===== src/rtl/charlie7x5_scan_ctrl_if.sv =====
// Wishbone-B4 classic register port of the charlieplexed 7x5 scan controller.
interface charlie7x5_scan_ctrl_if;
  localparam int unsigned ADR_W = 4;
  localparam int unsigned DAT_W = 8;

  logic             wb_cyc_i;
  logic             wb_stb_i;
  logic             wb_we_i;
  logic [ADR_W-1:0] wb_adr_i;
  logic [DAT_W-1:0] wb_dat_i;
  logic [DAT_W-1:0] wb_dat_o;
  logic             wb_ack_o;

  modport master (
    output wb_cyc_i, wb_stb_i, wb_we_i, wb_adr_i, wb_dat_i,
    input  wb_dat_o, wb_ack_o
  );

  modport slave (
    input  wb_cyc_i, wb_stb_i, wb_we_i, wb_adr_i, wb_dat_i,
    output wb_dat_o, wb_ack_o
  );
endinterface


===== src/rtl/charlie7x5_scan_ctrl.sv =====
// Charlieplexed 7x5 LED scanner: double-buffered framebuffer, per-row dead time,
// 8-bit PWM drive window, Wishbone register access.
module charlie7x5_scan_ctrl #(
  parameter int unsigned DEAD_TICKS = 16,
  parameter int unsigned PWM_STEP   = 4
) (
  input  logic                         clk,
  input  logic                         rst_n,
  charlie7x5_scan_ctrl_if.slave        wb,
  output logic [6:0]                   charlie7x5_o,
  output logic [6:0]                   charlie7x5_oe,
  output logic                         frame_o
);

  localparam int unsigned ROWS   = 7;
  localparam int unsigned COLS   = 5;
  localparam int unsigned PINS   = 7;
  localparam int unsigned DEAD_W = (DEAD_TICKS > 1) ? $clog2(DEAD_TICKS) : 1;
  localparam int unsigned SUB_W  = (PWM_STEP > 1) ? $clog2(PWM_STEP) : 1;
  localparam logic [DEAD_W-1:0] DEAD_LAST = DEAD_W'(DEAD_TICKS - 1);
  localparam logic [SUB_W-1:0]  SUB_LAST  = SUB_W'(PWM_STEP - 1);

  typedef enum logic [1:0] {IDLE, BLANK, DRIVE} state_e;

  state_e                    state_q, state_d;
  logic [DEAD_W-1:0]         dead_q, dead_d;
  logic [SUB_W-1:0]          sub_q, sub_d;
  logic [7:0]                step_q, step_d;
  logic [2:0]                row_q, row_d;
  logic [7:0]                duty_q, duty_d;
  logic [ROWS-1:0][COLS-1:0] back_q, back_d;
  logic [ROWS-1:0][COLS-1:0] front_q, front_d;
  logic                      en_q, en_d;
  logic                      pend_q, pend_d;
  logic [7:0]                bright_q, bright_d;
  logic [7:0]                frame_cnt_q, frame_cnt_d;
  logic                      frame_q, frame_d;
  logic                      ack_q, ack_d;
  logic [7:0]                dat_q, dat_d;
  logic [PINS-1:0]           pin_o_q, pin_o_d;
  logic [PINS-1:0]           pin_oe_q, pin_oe_d;

  logic                      bus_req;
  logic                      bus_wr;
  logic                      boundary;
  logic [7:0]                rd_data;
  logic [3:0]                pin;

  assign bus_req = wb.wb_cyc_i & wb.wb_stb_i & ~ack_q;
  assign bus_wr  = bus_req & wb.wb_we_i;

  // Register read mux
  always_comb begin
    rd_data = '0;
    case (wb.wb_adr_i)
      4'h0, 4'h1, 4'h2, 4'h3, 4'h4, 4'h5, 4'h6:
        rd_data = 8'(back_q[wb.wb_adr_i[2:0]]);
      4'h8:    rd_data = {6'b0, pend_q, en_q};
      4'h9:    rd_data = bright_q;
      4'hA:    rd_data = frame_cnt_q;
      default: rd_data = '0;
    endcase
  end

  // Scan FSM: next state and slot counters
  always_comb begin
    state_d  = state_q;
    dead_d   = dead_q;
    sub_d    = sub_q;
    step_d   = step_q;
    row_d    = row_q;
    duty_d   = duty_q;
    boundary = 1'b0;
    if (!en_q) begin
      state_d = IDLE;
      dead_d  = '0;
      sub_d   = '0;
      step_d  = '0;
      row_d   = '0;
    end else begin
      case (state_q)
        IDLE: begin
          state_d = BLANK;
          dead_d  = '0;
        end
        BLANK: begin
          if (dead_q == DEAD_LAST) begin
            state_d = DRIVE;
            dead_d  = '0;
            sub_d   = '0;
            step_d  = '0;
            duty_d  = bright_q;
          end else begin
            dead_d = dead_q + DEAD_W'(1);
          end
        end
        DRIVE: begin
          if (sub_q == SUB_LAST) begin
            sub_d = '0;
            if (step_q == 8'hFF) begin
              state_d = BLANK;
              if (row_q == 3'(ROWS - 1)) begin
                row_d    = '0;
                boundary = 1'b1;
              end else begin
                row_d = row_q + 3'd1;
              end
            end else begin
              step_d = step_q + 8'd1;
            end
          end else begin
            sub_d = sub_q + SUB_W'(1);
          end
        end
        default: state_d = IDLE;
      endcase
    end
  end

  // Bus side effects and the frame-boundary buffer swap; a same-edge write lands after the copy
  always_comb begin
    back_d      = back_q;
    front_d     = front_q;
    en_d        = en_q;
    pend_d      = pend_q;
    bright_d    = bright_q;
    frame_cnt_d = frame_cnt_q;
    frame_d     = boundary;
    ack_d       = bus_req;
    dat_d       = (bus_req && !wb.wb_we_i) ? rd_data : '0;
    if (boundary) begin
      frame_cnt_d = frame_cnt_q + 8'd1;
      if (pend_q) begin
        front_d = back_q;
        pend_d  = 1'b0;
      end
    end
    if (bus_wr) begin
      case (wb.wb_adr_i)
        4'h0, 4'h1, 4'h2, 4'h3, 4'h4, 4'h5, 4'h6:
          back_d[wb.wb_adr_i[2:0]] = wb.wb_dat_i[4:0];
        4'h8: begin
          en_d = wb.wb_dat_i[0];
          if (wb.wb_dat_i[1]) pend_d = 1'b1;
        end
        4'h9:    bright_d = wb.wb_dat_i;
        default: ;
      endcase
    end
  end

  // Pin pattern: anode on pin r, cathode k on pin (r+1+k) mod 7, only in the lit part of DRIVE
  always_comb begin
    pin_o_d  = '0;
    pin_oe_d = '0;
    pin      = '0;
    if (en_q && state_q == DRIVE && step_q < duty_q && front_q[row_q] != '0) begin
      for (int k = 0; k < COLS; k++) begin
        pin = 4'(row_q) + 4'(k) + 4'd1;
        if (pin >= 4'(PINS)) pin = pin - 4'(PINS);
        if (front_q[row_q][k]) pin_oe_d[pin[2:0]] = 1'b1;
      end
      pin_oe_d[row_q] = 1'b1;
      pin_o_d[row_q]  = 1'b1;
    end
  end

  always_ff @(posedge clk or negedge rst_n) begin
    if (!rst_n) begin
      state_q     <= IDLE;
      dead_q      <= '0;
      sub_q       <= '0;
      step_q      <= '0;
      row_q       <= '0;
      duty_q      <= '0;
      back_q      <= '0;
      front_q     <= '0;
      en_q        <= 1'b0;
      pend_q      <= 1'b0;
      bright_q    <= 8'hFF;
      frame_cnt_q <= '0;
      frame_q     <= 1'b0;
      ack_q       <= 1'b0;
      dat_q       <= '0;
      pin_o_q     <= '0;
      pin_oe_q    <= '0;
    end else begin
      state_q     <= state_d;
      dead_q      <= dead_d;
      sub_q       <= sub_d;
      step_q      <= step_d;
      row_q       <= row_d;
      duty_q      <= duty_d;
      back_q      <= back_d;
      front_q     <= front_d;
      en_q        <= en_d;
      pend_q      <= pend_d;
      bright_q    <= bright_d;
      frame_cnt_q <= frame_cnt_d;
      frame_q     <= frame_d;
      ack_q       <= ack_d;
      dat_q       <= dat_d;
      pin_o_q     <= pin_o_d;
      pin_oe_q    <= pin_oe_d;
    end
  end

  assign wb.wb_ack_o   = ack_q;
  assign wb.wb_dat_o   = dat_q;
  assign charlie7x5_o  = pin_o_q;
  assign charlie7x5_oe = pin_oe_q;
  assign frame_o       = frame_q;

endmodule


===== src/flat_wrapper.sv =====
// flat-port wrapper written by rule: the top's interface ports become plain ports
module charlie7x5_scan_ctrl_flat 
#(
  parameter int unsigned DEAD_TICKS = 16,
  parameter int unsigned PWM_STEP   = 4
)
  (clk, rst_n, charlie7x5_o, charlie7x5_oe, frame_o, wb_wb_cyc_i, wb_wb_stb_i, wb_wb_we_i, wb_wb_adr_i, wb_wb_dat_i, wb_wb_dat_o, wb_wb_ack_o);
  charlie7x5_scan_ctrl_if wb_i ();
  input  logic clk;
  input  logic rst_n;
  output logic [6:0] charlie7x5_o;
  output logic [6:0] charlie7x5_oe;
  output logic frame_o;
  input wire logic [$bits(wb_i.wb_cyc_i)-1:0] wb_wb_cyc_i;
  input wire logic [$bits(wb_i.wb_stb_i)-1:0] wb_wb_stb_i;
  input wire logic [$bits(wb_i.wb_we_i)-1:0] wb_wb_we_i;
  input wire logic [$bits(wb_i.wb_adr_i)-1:0] wb_wb_adr_i;
  input wire logic [$bits(wb_i.wb_dat_i)-1:0] wb_wb_dat_i;
  output wire logic [$bits(wb_i.wb_dat_o)-1:0] wb_wb_dat_o;
  output wire logic [$bits(wb_i.wb_ack_o)-1:0] wb_wb_ack_o;
  assign wb_i.wb_cyc_i = wb_wb_cyc_i;
  assign wb_i.wb_stb_i = wb_wb_stb_i;
  assign wb_i.wb_we_i = wb_wb_we_i;
  assign wb_i.wb_adr_i = wb_wb_adr_i;
  assign wb_i.wb_dat_i = wb_wb_dat_i;
  assign wb_wb_dat_o = wb_i.wb_dat_o;
  assign wb_wb_ack_o = wb_i.wb_ack_o;
  charlie7x5_scan_ctrl #(.DEAD_TICKS(DEAD_TICKS), .PWM_STEP(PWM_STEP)) u_core (.clk(clk), .rst_n(rst_n), .wb(wb_i), .charlie7x5_o(charlie7x5_o), .charlie7x5_oe(charlie7x5_oe), .frame_o(frame_o));
endmodule

===== config.mk =====
export PLATFORM = sky130hd
export DESIGN_NAME = charlie7x5_scan_ctrl_flat
export DESIGN_NICKNAME = d
export VERILOG_FILES = /design/src/rtl/charlie7x5_scan_ctrl_if.sv /design/src/rtl/charlie7x5_scan_ctrl.sv /design/src/flat_wrapper.sv
export SDC_FILE = /design/constraint.sdc
export NUM_CORES = 1
export LEC_CHECK = 0
export CAP_MARGIN = 25
export CORE_AREA = 2 2 138 100
export CTS_CLUSTER_DIAMETER = 40
export DETAILED_ROUTE_END_ITERATION = 8
export DIE_AREA = 0 0 140 102
export PLACE_DENSITY = 0.78
export SYNTH_ARGS = -nofsm -noshare
export SYNTH_HDL_FRONTEND = slang
export SYNTH_SLANG_ARGS = --single-unit

===== constraint.sdc =====
create_clock -name clk -period 2.83 [get_ports clk]
set_input_delay 0.566 -clock clk [delete_from_list [all_inputs] [get_ports clk]]
set_output_delay 0.566 -clock clk [all_outputs]
set_load 0.1 [all_outputs]

==> flow_summary.ini <==
[detailed_routing]
vias = 5934
routedWlPerCell_um = 21.0
vias_per_cell = 6.45
first_pass_iters = 8
drt-met1-wl_um = 8540
drc = 0
initialDrtViolationCount = 623
routed_wl_um = 19300
ant_nets = 0
dr.max_layer_used = met4
route.met2.wl_um = 8670
met3_length_um = 1880

[yosys]
synth_compound_area_frac = 0.125
muxShareOfSynthArea = 0.168
ys.flop_type = dfrtp_1
synth.cell_area_mm2 = 0.00758
synth_xor_area_frac = 0.0196
synth_edf_count = 0
synth_cell_type_count = 79
synth_cells = 693
synth-simple-area-share = 0.153
synth-adder-area-share = 0.0363
yosys_register_bits = 139
synth_top_area_cell = dfrtp_1
synth_top_area_frac = 0.432
synth_area_leaders = dfrtp_1, mux2_2, ha_1
synth_seq_area_share = 0.460
synthArstFlopShare = 1.00
synth_warnings = 0
syn-num-nets = 732
synth_top_family_by_area = multiplexers
avgSynthCellArea_um2 = 10.9

[clock_network]
clk_pin_slew_worst_paths_ns = 0.06
post_cts_buffers = 0
hold_buffers = 0
root_buffer = clkbuf_16
ctsHtreeMaxLevel = 4
numCtsBuffers = 17
cts_tree = built
cts_buffer_depth = 2
clock_latency_ns = 0.42
numClockSinks = 139

[die]
die_h_um = 102
initial_core_util = 0.587
num_rows = 35
core_mm2 = 0.0129
die-width_um = 140
io_pins = 41
die-area_mm2 = 0.0143

[sta]
setup_viol = 0
setup_tns_ns = 0
relSlewSlack = 0.480
fin_crit_ns = 2.67
min_period_over_period = 0.945
finalClockSkew_ns = 0.0112
fmax_mhz = 374
grt_setup_unrepaired = false
report.final.slew_viol_count = 0
worst_pin_slew_ns = 0.781
hold_viol_final = 0

[placement]
gp_congestion = 0.999
port_buffers = 40
hpwl_um = 13800
place_area_mm2 = 0.00814

[job]
maxCapViolCount = 0

[setup_path]
path_cells = buf_4 > nand2b_1 > o221ai_1 > a21oi_2 > nand4_1 > o21ai_2 > nor4_1
path_max_fanout = 39
worst_setup_path_end_kind = flip-flop
max_stage_delay_ns = 0.41
crit_buf_inv = 1
crit_family = compound AO/OA/AOI/OAI gates
crit_arrival_ns = 2.93
cpMaxStageDelayCell = nand2b_1
required_ns = 3.09
crit_type = flip-flop to flip-flop
critPathLaunchType = flip-flop

[finish]
insertedDiodeCount = 0
finish.utilization = 0.677
nFillCells = 951
areaGrowthSynthToFinish_pct = 15.3
final_nets = 780
drive_above_1_share = 0.282
final_area_mm2 = 0.00874

[outcome]
status = completed

[pwr]
vdd_ir_drop_max_uv = 439
p_leak_nw = 3.93
power.density_mw_per_mm2 = 534

[grt]
gr-total-overflow = 0
grt_max_degree = 62
grt_pass1_wl_um = 31200
grt_usage = 0.284
antenna_found_initial = 0
grt_pass1_vias = 5691

[worst_hold_path]
hold_class = input pin to async pin
[state kept, by name, indices dropped and copies added, names as in the netlist]
name and flops:
u_core.state_q 2, u_core.pend_q 1, u_core.row_q 3, u_core.duty_q 8, u_core.charlie7x5_oe 7, u_core.en_q 1
u_core.sub_q 2, u_core.frame_cnt_q 8, u_core.step_q 8, u_core.wb.wb_ack_o 1, u_core.dead_q 4, u_core.back_q 35
u_core.bright_q 8, u_core.charlie7x5_o 7, u_core.frame_o 1, u_core.wb.wb_dat_o 8, u_core.front_q 35
[cells in the mapped netlist (all sizes together) (4+ instances only)]
cell type  number
nand4          10
ha             22
nor2           44
nand3b          4
o22ai           7
o21ai          30
inv            19
a211o           4
nand2          52
mux2i          21
nor2b          13
a22oi          11
a211oi          6
or3             4
o32ai           4
nand3          11
xor2            8
mux2           86
nand2b         10
xnor2           9
and3            7
mux4            4
nor3b           4
o211ai          4
a31oi           7
nor3           19
and2            9
a21oi          22
clkbuf         17
nor4           13
dfrtp         131
buf            22
dfstp           8
o221ai          4
[cells in the final DEF, fill, tap and decap left out, types with 7 or more instances in the layout]
cell type / Yosys / final
ha_1: 22 / 22
inv_1: 18 / 18
nor3_1: 12 / 12
mux2i_1: 21 / 21
a31oi_1: 7 / 7
o21ai_0: 27 / 27
nand3_1: 11 / 11
and2_1: 9 / 9
clkbuf_16: 0 / 17
nor2b_1: 13 / 12
nand2_1: 51 / 51
dfstp_2: 8 / 8
a22oi_1: 10 / 10
o22ai_1: 7 / 7
a21oi_1: 21 / 21
clkdlybuf4s50_1: 0 / 15
nand4_1: 10 / 10
nor2_1: 44 / 44
nor4_1: 10 / 10
nand2b_1: 10 / 10
xnor2_1: 9 / 9
buf_4: 4 / 51
dfrtp_1: 131 / 130
xor2_1: 8 / 8
and3_1: 7 / 7
mux2_2: 83 / 83
[stage by stage]
stage                     worst slack (ns)  total power [mW]  hold slack (ns)  cells
after floorplan                      0.428              2.34            0.270    693
after global placement               0.192              2.48            0.480    888
after detailed placement             0.119              2.50            0.492    888
after CTS                            0.215              4.68            0.139    920
after global routing                0.0125              4.82            0.158    920
final                                0.155              4.67            0.125    920
[cell families (layout without fill, tap and decap cells)]
logic type / count (synthesis) / in the layout
compound gates: 133 / 133
xor+xnor: 17 / 17
fa+ha+maj: 22 / 22
buf+inv: 59 / 120
flops: 139 / 139
mux: 111 / 111
simple gates: 212 / 212
[layout make-up]
type / instances / area, um^2 / area share
multi-input combinational: 495 / 3820 / 0.437
sequential: 139 / 3490 / 0.399
timing repair buffer: 68 / 564 / 0.0646
clock buffer: 17 / 425 / 0.0487
tap: 166 / 208 / 0.0238
clock inverter: 15 / 155 / 0.0177
inverter: 20 / 75.1 / 0.00859
[per-layer routing]
layer | up-vias | global-route usage
li1 | 2641 | -
met3 | 28 | 0.0862
met1 | 2961 | 0.406
met2 | 304 | 0.424
met5 | - | 0
met4 | 0 | 0.0824
[power by group]
group / switching, mW / internal, mW / total (mW)
Clock: 0.951 / 1.24 / 2.19
Combinational: 0.177 / 0.143 / 0.320
Sequential: 0.0776 / 2.08 / 2.15
[timing repair]
action / in CTS / in global routing
endpoints found under the hold margin: 0 / 0
setup endpoints to repair: 0 / 2
resized for setup: 0 / 4
[worst paths after layout]
kind,from,endpoint,slack [ns],cells past startpoint
min reg2reg,u_core.front_q[4]$_DFFE_PN0P_,u_core.front_q[4]$_DFFE_PN0P_,0.51,1
min in group clk,u_core.front_q[4]$_DFFE_PN0P_,u_core.front_q[4]$_DFFE_PN0P_,0.51,1
max in group asynchronous,rst_n,u_core.dead_q[1]$_DFFE_PN0P_,1.99,2
min,rst_n,u_core.charlie7x5_oe[2]$_DFF_PN0_,0.12,1
max,u_core.row_q[0]$_DFFE_PN0P_,u_core.charlie7x5_o[5]$_DFF_PN0_,0.16,7
max reg2reg,u_core.row_q[0]$_DFFE_PN0P_,u_core.charlie7x5_o[5]$_DFF_PN0_,0.16,7
[worst register-to-register path: stages, from the launching register on]
cell	delay [ns]
dfrtp_2	0.39
buf_4	0.38
nand2b_1	0.43
o221ai_1	0.32
a21oi_2	0.21
nand4_1	0.25
o21ai_2	0.40
nor4_1	0.14
No activity file was read; power rests on OpenSTA's default activity.
